**config.mk**
```make
export PLATFORM = sky130hd
export DESIGN_NAME = jtvigil_rom_arb
export DESIGN_NICKNAME = d
export VERILOG_FILES = /design/src/rtl/jtvigil_arb_pkg.sv /design/src/rtl/jtvigil_arb_slot.sv /design/src/rtl/jtvigil_rom_arb.sv
export SDC_FILE = /design/constraint.sdc
export NUM_CORES = 1
export LEC_CHECK = 0
export BUFFER_PORTS_ARGS = -buffer_cell sky130_fd_sc_hd__buf_2
export CORE_ASPECT_RATIO = 0.9
export CORE_MARGIN = 2
export CORE_UTILIZATION = 30
export CTS_BUF_LIST = sky130_fd_sc_hd__clkbuf_8
export DETAILED_ROUTE_END_ITERATION = 12
export PLACE_DENSITY_LB_ADDON = 0.25
export SYNTH_ARGS = -nofsm -noshare
export SYNTH_HDL_FRONTEND = slang
export SYNTH_SLANG_ARGS = --single-unit
```
**constraint.sdc**
```tcl
create_clock -name clk -period 6.7 [get_ports clk]
set_input_delay 0.335 -clock clk [delete_from_list [all_inputs] [get_ports clk]]
set_output_delay 0.335 -clock clk [all_outputs]
set_load 0.005 [all_outputs]
```
**src/rtl/jtvigil_arb_pkg.sv**
```systemverilog
// Shared types and defaults for the graphics-ROM arbiter.
package jtvigil_arb_pkg;

  localparam int ARB_NREQ_DEF = 3;
  localparam int ARB_AW_DEF   = 17;
  localparam int ARB_DW_DEF   = 32;

  // IDLE: port free; BLANK: first cycle of a grant, rom_ok ignored;
  // WAIT: waiting for rom_ok from the downstream port.
  typedef enum logic [1:0] {
    ARB_IDLE  = 2'd0,
    ARB_BLANK = 2'd1,
    ARB_WAIT  = 2'd2
  } arb_state_e;

endpackage

```
**src/rtl/jtvigil_arb_slot.sv**
```systemverilog
// One requester's cache slot: last fetched address/word plus a valid bit.
// The hit compare is combinational so a repeated address answers at once.
module jtvigil_arb_slot
  import jtvigil_arb_pkg::*;
#(
  parameter int AW = ARB_AW_DEF,
  parameter int DW = ARB_DW_DEF
) (
  input  logic          clk,
  input  logic          rst_n,
  input  logic          cs_i,
  input  logic [AW-1:0] addr_i,
  input  logic          clear_i,
  input  logic          load_i,
  input  logic [AW-1:0] load_addr_i,
  input  logic [DW-1:0] load_data_i,
  output logic          ok_o,
  output logic [DW-1:0] data_o
);

  logic [AW-1:0] last_q;
  logic [DW-1:0] data_q;
  logic          valid_q;

  // Load wins over clear; the FSM never asserts both on the same slot.
  always_ff @(posedge clk or negedge rst_n) begin
    if (!rst_n) begin
      last_q  <= '0;
      data_q  <= '0;
      valid_q <= 1'b0;
    end else if (load_i) begin
      last_q  <= load_addr_i;
      data_q  <= load_data_i;
      valid_q <= 1'b1;
    end else if (clear_i) begin
      valid_q <= 1'b0;
    end
  end

  assign ok_o   = cs_i & valid_q & (last_q == addr_i);
  assign data_o = data_q;

endmodule

```
**src/rtl/jtvigil_rom_arb.sv**
```systemverilog
// Graphics-ROM read-port arbiter for the scroll and object fetch engines.
// Optional build macro: JTVIGIL_ARB_PRIO_EN selects fixed priority (lowest
// index wins); without it the winner is picked round-robin from ptr_q.
//
// Handshake: a requester holds req_cs with a stable req_addr until req_ok;
// req_ok means req_data is the word for the address presented this cycle.
// Downstream, rom_cs/rom_addr are held until rom_ok is taken in ARB_WAIT.
// state_q is the FSM probe point (arb_state_e).
module jtvigil_rom_arb
  import jtvigil_arb_pkg::*;
#(
  parameter int NREQ = ARB_NREQ_DEF,
  parameter int AW   = ARB_AW_DEF,
  parameter int DW   = ARB_DW_DEF
) (
  input  logic               clk,
  input  logic               rst_n,
  input  logic [NREQ-1:0]    req_cs,
  input  logic [NREQ*AW-1:0] req_addr,
  output logic [NREQ*DW-1:0] req_data,
  output logic [NREQ-1:0]    req_ok,
  output logic [AW-1:0]      rom_addr,
  output logic               rom_cs,
  input  logic [DW-1:0]      rom_data,
  input  logic               rom_ok,
  output logic [NREQ-1:0]    grant
);

  localparam int IW = (NREQ > 1) ? $clog2(NREQ) : 1;

  arb_state_e       state_q, state_d;
  logic [AW-1:0]    rom_addr_q, rom_addr_d;
  logic             rom_cs_q, rom_cs_d;
  logic [NREQ-1:0]  grant_q, grant_d;
  logic [IW-1:0]    gidx_q, gidx_d;
`ifndef JTVIGIL_ARB_PRIO_EN
  logic [IW-1:0]    ptr_q, ptr_d;
  int               rr_idx;
`endif

  logic [AW-1:0]    addr_a [NREQ];
  logic [NREQ-1:0]  pending;
  logic [NREQ-1:0]  clear_v, load_v;
  logic             win_found;
  logic [IW-1:0]    win_idx;
  logic [IW-1:0]    cand;
  logic             abort;

  for (genvar g = 0; g < NREQ; g++) begin : g_slot
    assign addr_a[g] = req_addr[g*AW +: AW];

    jtvigil_arb_slot #(.AW(AW), .DW(DW)) u_slot (
      .clk         (clk),
      .rst_n       (rst_n),
      .cs_i        (req_cs[g]),
      .addr_i      (addr_a[g]),
      .clear_i     (clear_v[g]),
      .load_i      (load_v[g]),
      .load_addr_i (rom_addr_q),
      .load_data_i (rom_data),
      .ok_o        (req_ok[g]),
      .data_o      (req_data[g*DW +: DW])
    );
  end

  assign pending = req_cs & ~req_ok;

  // Winner selection among requesters that want the port and do not hit.
  always_comb begin
    win_found = 1'b0;
    win_idx   = '0;
    cand      = '0;
`ifdef JTVIGIL_ARB_PRIO_EN
    for (int k = NREQ - 1; k >= 0; k--) begin
      cand = IW'(k);
      if (pending[cand]) begin
        win_found = 1'b1;
        win_idx   = cand;
      end
    end
`else
    rr_idx = 0;
    for (int k = 0; k < NREQ; k++) begin
      rr_idx = int'(ptr_q) + k;
      if (rr_idx >= NREQ) rr_idx = rr_idx - NREQ;
      cand = IW'(rr_idx);
      if (!win_found && pending[cand]) begin
        win_found = 1'b1;
        win_idx   = cand;
      end
    end
`endif
  end

  // The owner gives up by dropping req_cs or moving to another address.
  assign abort = !req_cs[gidx_q] || (addr_a[gidx_q] != rom_addr_q);

  // Next-state and downstream control; abort beats a same-cycle rom_ok.
  always_comb begin
    state_d    = state_q;
    rom_addr_d = rom_addr_q;
    rom_cs_d   = rom_cs_q;
    grant_d    = grant_q;
    gidx_d     = gidx_q;
    clear_v    = '0;
    load_v     = '0;
`ifndef JTVIGIL_ARB_PRIO_EN
    ptr_d      = ptr_q;
`endif
    case (state_q)
      ARB_IDLE: begin
        if (win_found) begin
          rom_addr_d       = addr_a[win_idx];
          rom_cs_d         = 1'b1;
          grant_d          = '0;
          grant_d[win_idx] = 1'b1;
          gidx_d           = win_idx;
          clear_v[win_idx] = 1'b1;
          state_d          = ARB_BLANK;
        end
      end
      ARB_BLANK: begin
        // rom_ok here may still belong to the previous address.
        if (abort) begin
          rom_cs_d = 1'b0;
          grant_d  = '0;
          state_d  = ARB_IDLE;
        end else begin
          state_d  = ARB_WAIT;
        end
      end
      ARB_WAIT: begin
        if (abort) begin
          rom_cs_d = 1'b0;
          grant_d  = '0;
          state_d  = ARB_IDLE;
        end else if (rom_ok) begin
          load_v[gidx_q] = 1'b1;
          rom_cs_d       = 1'b0;
          grant_d        = '0;
          state_d        = ARB_IDLE;
`ifndef JTVIGIL_ARB_PRIO_EN
          ptr_d = (gidx_q == IW'(NREQ - 1)) ? '0 : gidx_q + 1'b1;
`endif
        end
      end
      default: begin
        rom_cs_d = 1'b0;
        grant_d  = '0;
        state_d  = ARB_IDLE;
      end
    endcase
  end

  // FSM and downstream port registers.
  always_ff @(posedge clk or negedge rst_n) begin
    if (!rst_n) begin
      state_q    <= ARB_IDLE;
      rom_addr_q <= '0;
      rom_cs_q   <= 1'b0;
      grant_q    <= '0;
      gidx_q     <= '0;
`ifndef JTVIGIL_ARB_PRIO_EN
      ptr_q      <= '0;
`endif
    end else begin
      state_q    <= state_d;
      rom_addr_q <= rom_addr_d;
      rom_cs_q   <= rom_cs_d;
      grant_q    <= grant_d;
      gidx_q     <= gidx_d;
`ifndef JTVIGIL_ARB_PRIO_EN
      ptr_q      <= ptr_d;
`endif
    end
  end

  assign rom_addr = rom_addr_q;
  assign rom_cs   = rom_cs_q;
  assign grant    = grant_q;

endmodule

```
# Yosys cells after proc, flatten, opt, wreduce, memory -nomap -nowiden
# Index checks and enable logic that the tools add are counted.
# totals
inputBits	89
regBits	177
word_cells	124
output_inout_bits	120
# classes
bitwise	11
n_reduce_logical	16
eq_ne	10
n_addsub	6
order_cmp	12
muxes	54
# ops
operator	count
17-bit binary-select mux with 2-bit select	2
17-bit 2-to-1 mux	4
17-bit == test	3
3-bit 2-to-1 mux	9
2-bit 2-to-1 mux	11
1-bit 2-to-1 mux	19
17-bit != test	1
2-bit by 3-bit < comparator with 1-bit output (second input constant)	5
3-bit one-hot mux with 3 select lines	1
1-bit binary-select mux with 2-bit select	4
1-bit AND	6
3-bit by 2-bit greater-or-equal comparator with 1-bit output (second input constant)	2
3-bit greater-or-equal comparator (second input constant)	2
2-bit inverter with 3-bit output	2
2-bit one-hot mux with 3 select lines	1
3-bit AND reduction	2
2-bit nonzero test	3
2-bit subtractor (second input constant)	3
1-bit demux with 2-bit select	2
2-bit == test (second input constant)	2
2-bit by 1-bit greater-or-equal comparator with 1-bit output (second input constant)	2
1-bit logical AND	4
2-bit != test (second input constant)	2
2-bit AND reduction	2
other kinds (13)	15

# Depth between registers and ports, before layout
# Gate-level depths: netlist of the first run.
# logic_depth
depth_word	21
depth_mapped	12
ltp_nobuf	10

# Hierarchy
# Synthesis of the first run repeated with hierarchy kept, for this count alone.
# hier_totals
hier_cells	630
hier_area_um2	8265.4
# by_module_without_submodules
module	instances	seq_area_each_um2	cells_per_inst	area_per_inst_um2
jtvigil_arb_slot	3	1251.2	130	2035.7
jtvigil_rom_arb	1	675.6	240	2158.3

# Worst setup path after synthesis of the first run
# OpenSTA, ideal clock, no wires.
# synth_timing
kind	flip-flop to flip-flop
start	register gidx_q[0]
end	register g_slot[0].u_slot.data_q[0]
arrival_time_ns	2.426
synth_period_minus_slack_ns	2.551
setup_slack_ns	4.149
path_stages_with_launch	12
required_time_ns	6.575
path_buffers	3
setup_ns	0.125
path_cell_list	dfrtp_1 buf_2 mux2i_1 o2bb2ai_1 xnor2_1 nand4_1 nor3_2 nand3_2 or3_1 buf_4 buf_6 mux2_4
# synth_between
elab_chain_cells	8
elab_cells_between_ends	17
cone_classes	2 x order compare; 1 x eq/ne; 10 x mux; 1 x bitwise; 3 x reduce/logical
# synth_lines
item	line	rtl
start, declared	jtvigil_rom_arb.sv:35	logic [IW-1:0] gidx_q, gidx_d;
start signal, assigned	jtvigil_rom_arb.sv:171	gidx_q <= gidx_d;
2-bit inverter with 3-bit output (implied by the code)	jtvigil_rom_arb.sv:96	assign abort = !req_cs[gidx_q] || (addr_a[gidx_q] != rom_addr_q);
17-bit binary-select mux with 2-bit select	jtvigil_rom_arb.sv:96	
17-bit 2-to-1 mux (implied by the code) (2 in a row)	jtvigil_rom_arb.sv:96	
17-bit != test	jtvigil_rom_arb.sv:96	
1-bit logical OR	jtvigil_rom_arb.sv:96	
3-bit 2-to-1 mux *	jtvigil_rom_arb.sv:133	if (abort) begin
3-bit 2-to-1 mux *	jtvigil_rom_arb.sv:110	case (state_q)
end signal, assigned	jtvigil_arb_slot.sv:33	data_q <= load_data_i;
end, declared	jtvigil_arb_slot.sv:22	logic [DW-1:0] data_q;
# Every way passes the cells marked *; elsewhere a longest branch is shown, timed or not. The select of a mux whose other input is x is not followed.
# A chain may end at the register's enable or synchronous reset.

# Worst setup path after layout of the first run
# layout_timing
start	register gidx_q[1]
end	register g_slot[2].u_slot.data_q[4]
# layout_between
elab_chain_cells	8
elab_cells_between_ends	17
cone_classes	2 x order compare; 1 x eq/ne; 10 x mux; 1 x bitwise; 3 x reduce/logical
# layout_lines
item	line
2-bit inverter with 3-bit output (implied by the code)	jtvigil_rom_arb.sv:96
17-bit binary-select mux with 2-bit select	jtvigil_rom_arb.sv:96
17-bit 2-to-1 mux (implied by the code) (2 in a row)	jtvigil_rom_arb.sv:96
17-bit != test	jtvigil_rom_arb.sv:96
1-bit logical OR	jtvigil_rom_arb.sv:96
3-bit 2-to-1 mux *	jtvigil_rom_arb.sv:133
3-bit 2-to-1 mux *	jtvigil_rom_arb.sv:110
end signal, assigned	jtvigil_arb_slot.sv:33
end, declared	jtvigil_arb_slot.sv:22
# Marks and branches as above.

==> impl_metrics.yaml, run 1 <==
critical_path:
  r2r_end: "g_slot[2].u_slot.data_o[4]"
  cp-endpoint: "g_slot[2].u_slot.data_o[4]"
  reg2reg_depth: 9
  cp-start-kind: "register"
  crit-reg2reg-launch: "gidx_q[1]"
  crit_required_ps: 7080
  crit_fanout: 33
  end_kind: "register"
  critPathKind: "register to register"
  r2r_setup_slack_ps: 2030
  crit_start: "gidx_q[1]"
  worstPathArrival_ps: 5050
cts:
  cts_tree: "done"
  clock_sinks: 177
  cts_resized: 0
  clk_pin_slew_ps: 140
  clkLatencyLatePin_ps: 500
  cts_max_level: 4
  cts_buffer_depth: 2
  cts-root-buf: "clkbuf_8"
  numCtsBuffers: 17
global_routing:
  grt_pass1_vias: 6114
  grt_max_degree: 100
  grt_pass1_wl_mm: 37.7
  grt_usage_pct: 16.7
  antenna_found_initial: 9
  grt_overflow: 0
power_and_ir_drop:
  p_sw_share_pct: 33.2
  pwr-share-comb_pct: 12.9
  p_switching_uw: 760
  p_int_uw: 1530
  power_frac_clock_pct: 36.3
  ir_worst_vdd_mv: 0.114
  seqPwrFrac_pct: 50.9
  power.density_nw_per_um2: 219
  p_leak_uw: 0.00559
detailed_routing:
  dr.pass1.iters: 4
  ant_nets: 0
  via_per_inst: 4.88
  wl_per_cell_um: 20.3
  vias: 5942
  drt-total-wl_mm: 24.7
  drt_iter0_drc: 260
  drc: 0
floorplanning:
  initial_core_util_pct: 30.3
  core_um2: 28600
  dieArea_um2: 30300
  io_pins: 209
  std_cell_rows: 59
  die_y_um: 165
  fp.dieW_um: 183
synth:
  yosys.area_share.simple_pct: 5.58
  synth_top_family_by_area: "multiplexers"
  ys_warn_count: 0
  synth_cells: 634
  synth_compound_area_share_pct: 7.20
  synth_ff_type: "dfrtp_1"
  synth-async-reset-ratio_pct: 100
  synth-xor-area-share_pct: 6.87
  ys_types: 53
  syn_area_per_cell_um2: 13.7
  yosysSeqAreaShare_pct: 51.1
  synth_edf_count: 0
  netlist_area_um2: 8670
  synth.area.mux_share_pct: 25.4
  syn-num-nets: 725
  synth_adder_area_share_pct: 0.289
  synth-seq-cells: 177
cells_and_area:
  nets: 925
  layout_commonest_cell: "buf_2"
  drive_above_1_share_pct: 47.3
  finalInstanceArea_um2: 10500
  multiInputGateArea_um2: 3970
  area_delta_synth_final_pct: 20.8
  fillCellCount: 2821
  layout_common_cells: "buf_2, dfrtp_1, mux2_4"
  instances_no_fill: 1217
  layout.area.seq_um2: 4430
placed_design:
  io_buffer_count: 208
  dpl_cell_area_um2: 10000
  hpwl_mm: 17.6
  dp_slack_ps: 1980
  placed_cells: 1180
  gp_congestion: 0.847
timing:
  maxSlewHeadroom_pct: 23.2
  fin_worst_skew_ps: 31.5
  tightest_slew_ps: 1150
  holdWs_ps: 86.4
  final-max-slew-violation-count: 0
  final-setup-viol-count: 0
  setup_tns_ps: 0
  rsz0062_at_grt: "no"
  fin_crit_ps: 4670
  finalCritPeriodShare_pct: 69.7
  timing.fmax_ghz: 0.214
  hold_violations: 0
  timing.final.ws_setup_ps: 2030
flow_run:
  max_cap_violations: 0
outcome:
  outcome: "finished, final reports clean"
worst_hold_path:
  hp-class: "primary input to register"
-- registers in the layout (all words and copies together) (netlist names) --
register,cells
g_slot.u_slot.data_o,96
g_slot.u_slot.last_q,51
g_slot.u_slot.valid_q,3
gidx_q,2
grant,3
ptr_q,2
rom_addr,17
rom_cs,1
state_q,2
-- worst max-delay path: stages, from the launching register on --
cell and delay, ps:
dfrtp_1 820, nor2b_1 980, o2bb2ai_1 210, xnor2_1 160, nand4_1 130, nor3_2 270
nand3_2 180, nor3_4 800, buf_4 580, mux2_2 390
-- per-stage QoR --
| stage | utilization (%) | total power [uW] |
|---|---|---|
| after CTS | 36.5 | 2330 |
| after detailed placement | 35.0 | 1480 |
| final | 36.6 | 2290 |
| after global placement | 35.0 | 1480 |
| after global routing | 36.5 | 2400 |
| after floorplan | - | 1310 |
-- worst min path at each step --
stage	startpoint	end	slack, ps	cells past startpoint
after floorplan	rst_n	g_slot[0].u_slot.data_o[0]	40	0
after global placement	g_slot[1].u_slot.valid_q	g_slot[1].u_slot.valid_q	470	1
after detailed placement	g_slot[2].u_slot.valid_q	g_slot[2].u_slot.valid_q	470	1
after CTS	rom_data[1]	g_slot[1].u_slot.data_o[1]	50	2
after global routing	rom_data[1]	g_slot[1].u_slot.data_o[1]	50	2
final	rom_data[1]	g_slot[1].u_slot.data_o[1]	90	2
-- layout make-up --
class	count	area share [%]
Antenna cell	4	0.0956
Inverter	12	0.430
Clock inverter	15	1.97
Clock buffer	17	2.23
Multi-Input combinational cell	409	37.9
Tap cell	366	4.37
Sequential cell	177	42.3
Timing Repair Buffer	217	10.7
-- routing by layer --
metal,track usage (%),wire [um]
met5,0,57
met3,5.75,1860
met2,25.1,11000
met1,22.9,11400
met4,4.65,330
-- synth_stat cells, types with 9 or more instances --
cell type / n / area, um2
mux2_4: 96 / 1440
buf_6: 12 / 135
dfrtp_1: 177 / 4430
nand2_1: 20 / 75.1
o21ai_1: 9 / 45.0
a221o_1: 10 / 100
buf_2: 15 / 75.1
inv_1: 12 / 45.0
o2bb2ai_1: 16 / 140
xnor2_1: 24 / 210
mux2_2: 48 / 541
mux2i_1: 19 / 190
a22oi_1: 10 / 75.1
xor2_1: 44 / 385
nor4_1: 19 / 119
nor2_1: 21 / 78.8
-- kinds of logic after synthesis --
group | Yosys count
and+or+nand+nor | 91
muxes | 166
adders and majority gates | 2
AOI/OAI and AO/OA | 82
buffers and inverters | 48
DFF | 177
xor gates and xnor gates | 68
-- power groups by stage --
stage / clock [uW] / combinational (uW) / sequential, uW
global route: 901 / 326 / 1170
finish: 831 / 295 / 1160
detailed placement: 0 / 297 / 1190
floorplan: 0 / 152 / 1160
global placement: 0 / 293 / 1190
CTS: 864 / 298 / 1170
-- timing repair --
action / in CTS / in global routing
buffers inserted: 0 / 0
hold buffers: 1 / 0
hold endpoints to repair: 93 / 0
(Power assumes the default switching activity.)
==> run 2: changes to the inputs <==
--- a/config.mk
+++ b/config.mk
@@ -5,6 +5,7 @@
 export SDC_FILE = /design/constraint.sdc
 export NUM_CORES = 1
 export LEC_CHECK = 0
+export ABC_AREA = 1
 export BUFFER_PORTS_ARGS = -buffer_cell sky130_fd_sc_hd__buf_2
 export CORE_ASPECT_RATIO = 0.9
 export CORE_MARGIN = 2
==> constraint.sdc (replaced) <==
create_clock -name clk -period 4.44 [get_ports clk]
set_input_delay 0.222 -clock clk [delete_from_list [all_inputs] [get_ports clk]]
set_output_delay 0.222 -clock clk [all_outputs]
set_load 0.005 [all_outputs]
==> run 2 against run 1 <==
Against the previous run:
- utilization grew 0.90 points
- via count up 60%
- critical path type unchanged
- die area increased by 8.7%
- largest cell class unchanged
- critical path depth is 6 higher
- non-clock buffer count is 41 higher
- power rose by 62%
- sequential share of layout area is 4.0 points lower
==> impl_metrics.yaml, run 2 <==
timing:
  timing.fmax_ghz: 0.268
  hold_violations: 0
  fin_worst_skew_ps: 24.1
  final-setup-viol-count: 0
  fin_crit_ps: 3730
  final-max-slew-violation-count: 0
  maxSlewHeadroom_pct: 33.6
  rsz0062_at_grt: "no"
  setup_tns_ps: 0
  tightest_slew_ps: 993
  finalCritPeriodShare_pct: 83.9
power_and_ir_drop:
  p_leak_uw: 0.00662
  p_switching_uw: 1340
  seqPwrFrac_pct: 48.8
  p_int_uw: 2360
  p_sw_share_pct: 36.2
  ir_worst_vdd_mv: 0.176
  power_frac_clock_pct: 32.8
  power.density_nw_per_um2: 320
  pwr-share-comb_pct: 18.4
synth:
  yosys.area.top_type: "dfrtp_1"
  ys_warn_count: 0
  synth_cells: 1317
  synth_edf_count: 0
  synth_top_area_share_pct: 46.9
  yosys-top-cells-count: "nand2_1, nand3_1, dfrtp_1, inv_1, nor2_1"
  syn_area_per_cell_um2: 7.17
  netlist_area_um2: 9440
  yosysSeqAreaShare_pct: 46.9
  ys_types: 37
  synth_ff_type: "dfrtp_1"
  syn-num-nets: 1408
  yosysMostFrequentCell: "nand2_1"
  synthTopCellsByArea: "dfrtp_1, nand2_1, nand3_1, inv_1, nor2_1"
  synth-async-reset-ratio_pct: 100
  synth-seq-cells: 177
cells_and_area:
  layout.area.seq_um2: 4430
  fillCellCount: 3354
  area_delta_synth_final_pct: 22.7
  drive_above_1_share_pct: 17.7
  num_antenna_cells: 0
  largest_reg_flops: 96
  nets: 1623
  layout_common_cells: "nand2_1, nand3_1, buf_2"
  multiInputGateArea_um2: 4180
  layout_commonest_cell: "nand2_1"
  final_core_util_pct: 37.5
global_routing:
  met2_usage_pct: 33.6
  grt_pass1_wl_mm: 55.1
  use_met1_pct: 31.7
  antenna_found_initial: 0
  grt_overflow: 0
  grt_pass1_vias: 9057
  grt.busiest_layer: "met2"
  grt_usage_pct: 22.4
  met3_usage_pct: 5.56
  grt_max_degree: 111
critical_path:
  reg2reg_depth: 15
  worstPathArrival_ps: 4090
  crit_required_ps: 4810
  end_kind: "register"
  critPathKind: "register to register"
  cp-start-kind: "register"
  r2r_end: "g_slot[1].u_slot.last_q[6]"
  crit-reg2reg-launch: "gidx_q[0]"
  crit_fanout: 38
  r2r_setup_slack_ps: 710
cts:
  clock_sinks: 177
  numCtsBuffers: 17
  cts-root-buf: "clkbuf_8"
  cts_buffer_depth: 2
  clk_pin_slew_ps: 110
  cts_tree: "done"
  cts_max_level: 4
  clkLatencyLatePin_ps: 490
floorplanning:
  io_pins: 209
  core_um2: 30900
  die_y_um: 172
  std_cell_rows: 61
  fp.dieW_um: 191
  initial_core_util_pct: 30.5
  dieArea_um2: 32900
worst_hold_path:
  worstHoldStart: "req_addr[48]"
  whs_path_depth: 3
  min_to: "rom_addr[14]"
  hp-class: "primary input to register"
detailed_routing:
  drt_iter0_drc: 846
  drt-total-wl_mm: 36.2
  wl_per_cell_um: 18.5
  ant_nets: 0
  vias: 9534
  drc: 0
  via_per_inst: 4.88
  dr.pass1.iters: 5
placed_design:
  hpwl_mm: 25.8
  gp_congestion: 0.955
  io_buffer_count: 208
flow_run:
  max_cap_violations: 0
outcome:
  outcome: "finished, final reports clean"
-- run 2: layout make-up --
type                    instances  area share (%)
flip-flops and latches        177            38.2
multi-input cells             945            36.1
repair buffers                258            13.2
well taps                     409            4.42
inverters                     133            4.31
clock buffers                  17            2.02
clock inverters                15            1.69
-- run 2: how the worst max path moves through the flow --
stage / start / to / slack (ps) / cells past startpoint
after global routing: gidx_q[0] / g_slot[1].u_slot.last_q[12] / 350 / 15
after floorplan: gidx_q[1] / g_slot[0].u_slot.data_o[13] / 2100 / 12
after CTS: gidx_q[0] / g_slot[1].u_slot.last_q[6] / 720 / 14
final: gidx_q[0] / g_slot[1].u_slot.last_q[6] / 710 / 15
after detailed placement: gidx_q[0] / g_slot[1].u_slot.last_q[14] / 750 / 14
after global placement: gidx_q[0] / g_slot[1].u_slot.last_q[11] / 890 / 15
-- run 2: through the flow --
step                instance area (um2)  cells  setup WS (ps)  power, uW  hold slack [ps]
floorplan                          9440   1317           2100       2100            -73.6
global placement                  10800   1888            892       2490              329
detailed placement                10800   1888            747       2490              325
CTS                               11600   1954            722       3750             11.0
global route                      11600   1954            348       3890             35.1
finish                            11600   1954            713       3710             51.7
-- run 2: critical path, cell delays in order (launching register included) --
cell and delay [ps]:
dfrtp_1 460, inv_2 110, nand2_1 250, inv_2 520, nand2_1 100, o211ai_1 130, xor2_1 100, nor2_1 120
nand4_1 80, nor2_1 130, nand3_1 190, nor2_4 220, nand2_2 600, buf_4 450, nand2_1 70, nand2_1 50
-- run 2: cells by family (layout without fill, tap and decap cells) --
family,Yosys count,count (layout),share of synthesized area (%)
AND/OR/NAND/NOR,876,876,39.1
buffers and inverters,195,423,9.04
flip-flops,177,177,46.9
AO/OA/AOI/OAI,57,57,3.71
XOR/XNOR,10,10,0.928
adder cells (fa/ha/maj),2,2,0.265
-- run 2: timing repair --
action | in CTS | in global routing
setup endpoints to repair | 0 | 0
setup buffers | 0 | 0
gates resized for setup | 0 | 0
hold buffers | 34 | 0
endpoints found under the hold margin | 178 | 0
-- run 2: layer usage --
metal	share of wire [%]	vias up
met5	0	-
met4	2.1	0
met3	8.5	47
met2	44	409
met1	46	4462
li1	-	4616
-- run 2: power groups by stage --
| stage | logic (uW) | registers, uW | clock network [uW] |
|---|---|---|---|
| detailed placement | 651 | 1840 | 0 |
| finish | 682 | 1810 | 1220 |
| CTS | 676 | 1810 | 1260 |
| global route | 751 | 1810 | 1330 |
| floorplan | 346 | 1760 | 0 |
| global placement | 653 | 1840 | 0 |
